`config.mk`:
```
export PLATFORM = sky130hd
export DESIGN_NAME = menu_cursor_ctrl
export DESIGN_NICKNAME = d
export VERILOG_FILES = /design/src/rtl/menu_cursor_ctrl_pkg.sv /design/src/rtl/menu_cursor_ctrl_btn_edge.sv /design/src/rtl/menu_cursor_ctrl.sv
export SDC_FILE = /design/constraint.sdc
export NUM_CORES = 1
export LEC_CHECK = 0
export ABC_CLOCK_PERIOD_IN_PS = 3200
export BUFFER_PORTS_ARGS = -buffer_cell sky130_fd_sc_hd__buf_2
export CAP_MARGIN = 20
export CORE_MARGIN = 8
export CORE_UTILIZATION = 59
export CTS_CLUSTER_SIZE = 8
export DETAILED_ROUTE_END_ITERATION = 8
export PLACE_DENSITY = 0.8
export RECOVER_POWER = 100
export SYNTH_ARGS = -nofsm -noshare
export SYNTH_HDL_FRONTEND = slang
export SYNTH_SLANG_ARGS = --single-unit
```
`constraint.sdc`:
```
create_clock -name clk -period 3.2 [get_ports clk]
set_input_delay 0.64 -clock clk [delete_from_list [all_inputs] [get_ports clk]]
set_output_delay 0.64 -clock clk [all_outputs]
set_load 0.02 [all_outputs]
```
`src/rtl/menu_cursor_ctrl_pkg.sv`:
```
// rtl/menu_cursor_ctrl_pkg.sv - shared menu FSM states, event codes and screen layout constants
package menu_cursor_ctrl_pkg;

   typedef enum logic [1:0] {
      OFF   = 2'd0,
      READY = 2'd1,
      LOCK  = 2'd2
   } state_t;

   // Encoded in priority order: lower code wins when several buttons rise together
   typedef enum logic [2:0] {
      EV_NONE  = 3'd0,
      EV_A     = 3'd1,
      EV_B     = 3'd2,
      EV_UP    = 3'd3,
      EV_DOWN  = 3'd4,
      EV_LEFT  = 3'd5,
      EV_RIGHT = 3'd6
   } event_t;

   localparam logic [9:0] DEF_X_BASE = 10'd400;
   localparam logic [8:0] DEF_Y_BASE = 9'd380;
   localparam logic [9:0] DEF_X_STEP = 10'd120;
   localparam logic [8:0] DEF_Y_STEP = 9'd40;

endpackage

```
`src/rtl/menu_cursor_ctrl_btn_edge.sv`:
```
// rtl/menu_cursor_ctrl_btn_edge.sv - button rise detection and priority encoding into one event code
module btn_edge
   import menu_cursor_ctrl_pkg::*;
(
   input  logic       clk,
   input  logic       rst,
   input  logic       btn_up,
   input  logic       btn_down,
   input  logic       btn_left,
   input  logic       btn_right,
   input  logic       btn_a,
   input  logic       btn_b,
   output logic [2:0] ev
);

   logic [5:0] btn;
   logic [5:0] prev;
   logic [5:0] rise;

   assign btn  = {btn_right, btn_left, btn_down, btn_up, btn_b, btn_a};
   assign rise = btn & ~prev;

   // prev tracks the levels unconditionally so a held button never re-fires
   always_ff @(posedge clk) begin
      if (rst) begin
         prev <= 6'd0;
      end else begin
         prev <= btn;
      end
   end

   always_comb begin
      ev = EV_NONE;
      if (rise[0])      ev = EV_A;
      else if (rise[1]) ev = EV_B;
      else if (rise[2]) ev = EV_UP;
      else if (rise[3]) ev = EV_DOWN;
      else if (rise[4]) ev = EV_LEFT;
      else if (rise[5]) ev = EV_RIGHT;
   end

endmodule

```
`src/rtl/menu_cursor_ctrl.sv`:
```
// rtl/menu_cursor_ctrl.sv - debounced, rate-limited menu cursor over a COLS x ROWS slot grid
module menu_cursor_ctrl
   import menu_cursor_ctrl_pkg::*;
#(
   parameter int         NUM_ITEMS   = 4,
   parameter int         COLS        = 2,
   parameter logic [9:0] X_BASE      = DEF_X_BASE,
   parameter logic [8:0] Y_BASE      = DEF_Y_BASE,
   parameter logic [9:0] X_STEP      = DEF_X_STEP,
   parameter logic [8:0] Y_STEP      = DEF_Y_STEP,
   parameter int         LOCK_CYCLES = 2_500_000
)
(
   input  logic       clk,
   input  logic       rst,
   input  logic       enable,
   input  logic       frame_start,
   input  logic       btn_up,
   input  logic       btn_down,
   input  logic       btn_left,
   input  logic       btn_right,
   input  logic       btn_a,
   input  logic       btn_b,
   output logic [9:0] x0,
   output logic [8:0] y0,
   output logic [3:0] sel_idx,
   output logic       confirm,
   output logic       cancel,
   output logic       busy
);

   localparam int          ROWS      = NUM_ITEMS / COLS;
   localparam logic [3:0]  ROW_LAST  = 4'(ROWS - 1);
   localparam logic [3:0]  COL_LAST  = 4'(COLS - 1);
   localparam logic [21:0] LOCK_LOAD = 22'(LOCK_CYCLES - 1);

   state_t      state;
   logic [21:0] lock_cnt;
   logic [3:0]  row;
   logic [3:0]  col;
   logic [2:0]  ev_code;
   event_t      ev;
   logic [9:0]  tx;
   logic [8:0]  ty;

   btn_edge u_btn_edge (
      .clk       (clk),
      .rst       (rst),
      .btn_up    (btn_up),
      .btn_down  (btn_down),
      .btn_left  (btn_left),
      .btn_right (btn_right),
      .btn_a     (btn_a),
      .btn_b     (btn_b),
      .ev        (ev_code)
   );

   assign ev      = event_t'(ev_code);
   assign sel_idx = 4'(row * 4'(COLS) + col);

   always_ff @(posedge clk) begin
      if (rst) begin
         state    <= OFF;
         lock_cnt <= 22'd0;
         row      <= 4'd0;
         col      <= 4'd0;
         confirm  <= 1'b0;
         cancel   <= 1'b0;
         busy     <= 1'b0;
      end else begin
         confirm <= 1'b0;
         cancel  <= 1'b0;
         // Disable overrides every state; row/col deliberately survive it
         if (!enable) begin
            state    <= OFF;
            lock_cnt <= 22'd0;
            busy     <= 1'b0;
         end else begin
            case (state)
               OFF: begin
                  state <= READY;
               end
               READY: begin
                  if (ev != EV_NONE) begin
                     state    <= LOCK;
                     lock_cnt <= LOCK_LOAD;
                     busy     <= 1'b1;
                     case (ev)
                        EV_A:     confirm <= 1'b1;
                        EV_B:     cancel  <= 1'b1;
                        EV_UP:    row <= (row == 4'd0) ? ROW_LAST : row - 4'd1;
                        EV_DOWN:  row <= (row == ROW_LAST) ? 4'd0 : row + 4'd1;
                        EV_LEFT:  col <= (col == 4'd0) ? COL_LAST : col - 4'd1;
                        EV_RIGHT: col <= (col == COL_LAST) ? 4'd0 : col + 4'd1;
                        default:  ;
                     endcase
                  end
               end
               LOCK: begin
                  if (lock_cnt == 22'd0) begin
                     state <= READY;
                     busy  <= 1'b0;
                  end else begin
                     lock_cnt <= lock_cnt - 22'd1;
                  end
               end
               default: begin
                  state <= OFF;
               end
            endcase
         end
      end
   end

   // Targets follow the index one cycle later; the anchor only moves in vblank to avoid tearing
   always_ff @(posedge clk) begin
      if (rst) begin
         tx <= X_BASE;
         ty <= Y_BASE;
         x0 <= X_BASE;
         y0 <= Y_BASE;
      end else begin
         tx <= X_BASE + 10'(col) * X_STEP;
         ty <= Y_BASE + 9'(row) * Y_STEP;
         if (frame_start) begin
            x0 <= tx;
            y0 <= ty;
         end
      end
   end

endmodule
```
== Yosys cells after proc, flatten, opt, wreduce, memory -nomap -nowiden ==
Index checks and enable logic that the tools add are counted.

* Bits of input ports: 10
* Output and inout port bits: 26
* Register bits after elaboration: 79

* Add/subtract/negate cells: 8
* Reduce and logical (&&, ||, !) cells: 15
* Bitwise gates (word level): 5
* Multipliers: 2
* Mux-type cells: 23
* Equal/unequal tests: 13

{| class="wikitable"
|+ Operators with widths
! operator !! number
|-
| 22-bit two-way mux || 2
|-
| 22-bit case mux with 2 select lines || 1
|-
| 22-bit logical NOT || 1
|-
| 22-bit by 1-bit subtractor with 22-bit output (second input constant) || 1
|-
| 3-bit two-way mux || 6
|-
| 4-bit two-way mux || 4
|-
| 4-bit case mux with 2 select lines || 2
|-
| 9-bit by 10-bit adder with 10-bit output (first input constant) || 1
|-
| 9-bit adder (first input constant) || 1
|-
| 3-bit equality test (second input constant) || 3
|-
| 4-bit by 1-bit adder with 4-bit output (second input constant) || 2
|-
| 4-bit by 1-bit equality test with 1-bit output (second input constant) || 2
|-
| 4-bit logical NOT || 2
|-
| 4-bit AND reduction || 2
|-
| 4-bit by 1-bit subtractor with 4-bit output (second input constant) || 2
|-
| 4-bit by 4-bit multiplier with 7-bit output (second input constant) || 1
|-
| 6-bit bitwise AND || 1
|-
| 3-bit by 2-bit equality test with 1-bit output (second input constant) || 2
|-
| 4-bit by 3-bit multiplier with 6-bit output (second input constant) || 1
|-
| 2-bit != test (second input constant) || 3
|-
| 6-bit inverter || 1
|-
| 2-bit case mux with 3 select lines || 1
|-
| 3-bit AND reduction || 2
|-
| 2-bit nonzero test || 3
|-
| other kinds (13) || 19
|}

== Longest topological paths before layout ==
* Word-level depth: 11
* Depth in mapped cells: 11
* Depth with buffers taken out: 11

== Hierarchy ==
Synthesis repeated with hierarchy kept, for this count alone.

* Cell total of the unflattened synthesis: 426
* Area, all modules: 3774.9 sq um

{| class="wikitable"
|+ Modules (own cells, without submodules)
! module !! area each (sq um) !! cells each !! times used
|-
| menu_cursor_ctrl || 3499.6 || 399 || 1
|-
| btn_edge || 275.3 || 27 || 1
|}

== Worst setup path before layout ==
No wires, ideal clock.

* Path type: reg2reg
* From: reg col[0]
* To: reg tx[8]
* Cell stages (with the launch flop): 11
* Required time: 3.068 ns
* Setup time: 0.132 ns
* Path buffers: 0
* Arrival: 2.788 ns
* Slack: 0.280 ns
* Clock period less this slack: 2.920 ns
* Path through: dfxtp_1 -> fa_1 -> inv_1 -> fa_1 -> inv_1 -> ha_1 -> a21o_1 -> a21oi_1 -> xnor2_1 -> nor3_1 -> or3b_2

* Longest elaborated chain between the ends: 2

{| class="wikitable"
|+ Ends and longest elaborated chain
! element !! RTL line !! source
|-
| start: declaration || menu_cursor_ctrl.sv:40 || <nowiki>logic [3:0] col;</nowiki>
|-
| start signal: assignment || menu_cursor_ctrl.sv:93 || <nowiki>EV_LEFT: col <= (col == 4'd0) ? COL_LAST : col - 4'd1;</nowiki>
|-
| start signal: assignment || menu_cursor_ctrl.sv:94 || <nowiki>EV_RIGHT: col <= (col == COL_LAST) ? 4'd0 : col + 4'd1;</nowiki>
|-
| 4-bit by 4-bit multiplier with 7-bit output || menu_cursor_ctrl.sv:123 || <nowiki>tx <= X_BASE + 10'(col) * X_STEP;</nowiki>
|-
| 9-bit by 10-bit adder with 10-bit output || menu_cursor_ctrl.sv:123 ||
|-
| end signal: assignment || menu_cursor_ctrl.sv:123 ||
|-
| end: declaration || menu_cursor_ctrl.sv:43 || <nowiki>logic [9:0] tx;</nowiki>
|}

No other way between the ends.
A chain may end at the register's enable or synchronous reset.

== Worst setup path in the final report ==
* From: reg col[1]
* To: reg tx[8]

Same word-level chain as after synthesis.

==> impl_metrics.py <==
metrics = {
    "status": {
        "status": "finished with violations",
        "violations": "capacitance limit, slew limit",
    },
    "routing": {
        "post_drt_wl_per_cell_um": 14.6,
        "drt-initial-drc-count": 173,
        "drt_pass1_iterations": 4,
        "drt-total-wl_um": 7740,
        "drcViolationCount": 0,
        "post_drt_via_cell_ratio": 5.74,
        "vias": 3035,
        "drt.antenna.violating_nets": 0,
    },
    "worst_setup_path": {
        "cp.required_ps": 3430,
        "crit_slowest_cell": "fa_1",
        "ff2ff_path_depth": 10,
        "start_kind": "register",
        "path_cells": "fa_1 -> inv_1 -> fa_1 -> inv_1 -> ha_1 -> a21o_1 -> a21oi_1 -> xnor2_1 -> nor3_1 -> or3b_2",
        "max_stage_delay_ps": 550,
        "path_class": "reg2reg",
        "crit_path_end_kind": "register",
        "path_max_fanout": 7,
        "arrival_ps": 3260,
    },
    "global_route": {
        "globalRouteMet2Util_pct": 27.8,
        "grtUsageMet1_pct": 22.7,
        "grt_max_degree": 42,
        "antenna_found_initial": 0,
        "grt_use_met3_pct": 3.78,
        "grt_pass1_wl_um": 13000,
        "overflow": 0,
        "gr-max-usage-layer": "met2",
        "groute.usage.overall_pct": 18.0,
        "grt_pass1_vias": 2898,
    },
    "logic_synthesis": {
        "ys_types": 54,
        "synth_largest_type_area_fraction_pct": 36.1,
        "synthFlopType": "dfxtp_1",
        "synth_top_cell_by_area": "dfxtp_1",
        "synth_edf_count": 0,
        "ys_seq_elements": 67,
        "synthCells": 416,
        "async_reset_ff_share_pct": 0,
        "synthTopCellsByArea": "dfxtp_1, ha_1, fa_1",
        "yosys_warnings": 0,
        "ys_seq_area_share_pct": 36.1,
        "synth_area_um2": 3710,
        "syn_area_per_cell_um2": 8.93,
    },
    "floorplan": {
        "die_area_um2": 9090,
        "std_cell_rows": 29,
        "fp.dieH_um": 95.3,
        "die_width_um": 95.3,
        "initial_core_util_pct": 59.9,
        "core_um2": 6200,
        "pin_count": 36,
    },
    "clock_network": {
        "clock_latency_ps": 350,
        "cts_sinks": 67,
        "clk_pin_slew_worst_paths_ps": 80,
        "cts_max_level": 3,
        "numCtsBuffers": 9,
        "cts_tree": "yes",
        "clk_path_buf_depth": 2,
        "clock-root-buffer": "clkbuf_8",
    },
    "finish": {
        "drive_gt1_share_pct": 8.63,
        "finalInstanceArea_um2": 4100,
        "finalNonFillerCells": 529,
        "final_core_util_pct": 66.0,
        "final_cell_mix": "dfxtp_1, nor2_1, inv_1, ha_1, nand2_1",
        "area_growth_pct": 10.3,
        "final_common_cell": "dfxtp_1",
        "nets": 490,
        "nFillCells": 522,
        "antenna_cells": 0,
    },
    "power": {
        "power_density_nw_per_um2": 453,
        "ir_drop_mv": 0.276,
        "p_leak_nw": 1.64,
        "total_power_mw": 1.86,
    },
    "timing": {
        "rsz0062_at_grt": "no",
        "max-slew-margin-rel_pct": -9.69,
        "fmax_mhz": 330,
        "worstMarginPinSlew_ps": 1650,
        "hold_viol": 0,
        "final.setup_skew_ps": 8.68,
        "hold_slack_ps": 440,
        "final-setup-viol-count": 0,
        "period_share_pct": 94.8,
        "drv_slew": 42,
        "setup_tns_ps": 0,
        "finalCriticalPeriod_ps": 3030,
        "layout_setup_ws_ps": 166,
    },
    "placed_design": {
        "pre_cts_ws_ps": 112,
        "port_buffers": 29,
        "gp_congestion": 0.849,
        "dp_hpwl_um": 5500,
        "placed_cells": 513,
        "detailed_place.area_um2": 3920,
    },
    "run": {
        "max_cap_violations": 1,
    },
    "min_path": {
        "hold_path_depth": 1,
        "hp-class": "reg2reg",
    },
}
cell families after synthesis:
group	Yosys count	share of synthesized area, %
muxes	9	2.46
DFF	67	36.1
and+or+nand+nor	153	23.5
buffers and inverters	46	5.42
AOI/OAI and AO/OA	89	15.8
xor gates and xnor gates	17	4.01
adders and majority gates	33	12.5
other	2	0.202
worst max-delay path, delay by kind of cell, from the launching register on:
kind,cells,cell delay (ps)
compound gates,2,340
xor+xnor,1,150
simple gates,2,550
fa+ha+maj,3,1370
flops,1,380
buf+inv,2,130
area by class of cell:
| cell class | count | area (um2) | area share, % |
|---|---|---|---|
| timing repair buffer | 36 | 163 | 3.97 |
| tap | 77 | 96.3 | 2.35 |
| multi-input combinational | 307 | 2190 | 53.3 |
| inverter | 26 | 97.6 | 2.38 |
| sequential | 67 | 1340 | 32.8 |
| clock buffer | 11 | 151 | 3.69 |
| clock inverter | 5 | 61.3 | 1.50 |
cells in the mapped netlist, drive strengths merged, types with 4 or more instances:
cell type	number
xor2	4
nor3	14
or3	6
and3	5
o211ai	5
nor2	35
nor2b	18
a21o	4
o21ai	19
nand2	25
a211o	12
or4	5
a31oi	5
clkbuf	9
a21oi	23
xnor2	13
ha	26
nand2b	16
nor4	11
mux2i	8
a311oi	7
nand3	4
inv	26
buf	11
fa	7
a211oi	5
dfxtp	67
report_power, final:
part	internal (mW)	switching (mW)
combinational	0.0844	0.146
sequential	0.858	0.0189
clock	0.403	0.347
total	1.35	0.512
metal layers:
layer  up-vias  part of all wire (%)
met1      1441                    47
li1       1511                     -
met2        68                    46
met4         0                   2.3
met5         -                     0
met3        15                   5.4
sequential cells by signal (all words and copies together) (netlist names), 2 cells and up:
register / cells
ty: 6
row: 4
tx: 7
col: 4
x0: 7
state: 2
lock_cnt: 22
y0: 6
u_btn_edge.prev: 6
final timing paths:
path,slack [ps],startpoint,endpoint
setup / recovery,170,col[1]$_SDFFE_PP0P_,tx[8]$_SDFF_PP1_
hold / removal,440,tx[8]$_SDFF_PP1_,x0[8]$_SDFFE_PP1P_
setup reg to reg,170,col[1]$_SDFFE_PP0P_,tx[8]$_SDFF_PP1_
hold reg to reg,440,tx[8]$_SDFF_PP1_,x0[8]$_SDFFE_PP1P_
timing repair:
item	4_1_cts	5_1_grt
resized for setup	0	1
endpoints found under the setup margin	0	1
hold buffers	0	0
buffers inserted	0	0
(Power assumes the default switching activity.)
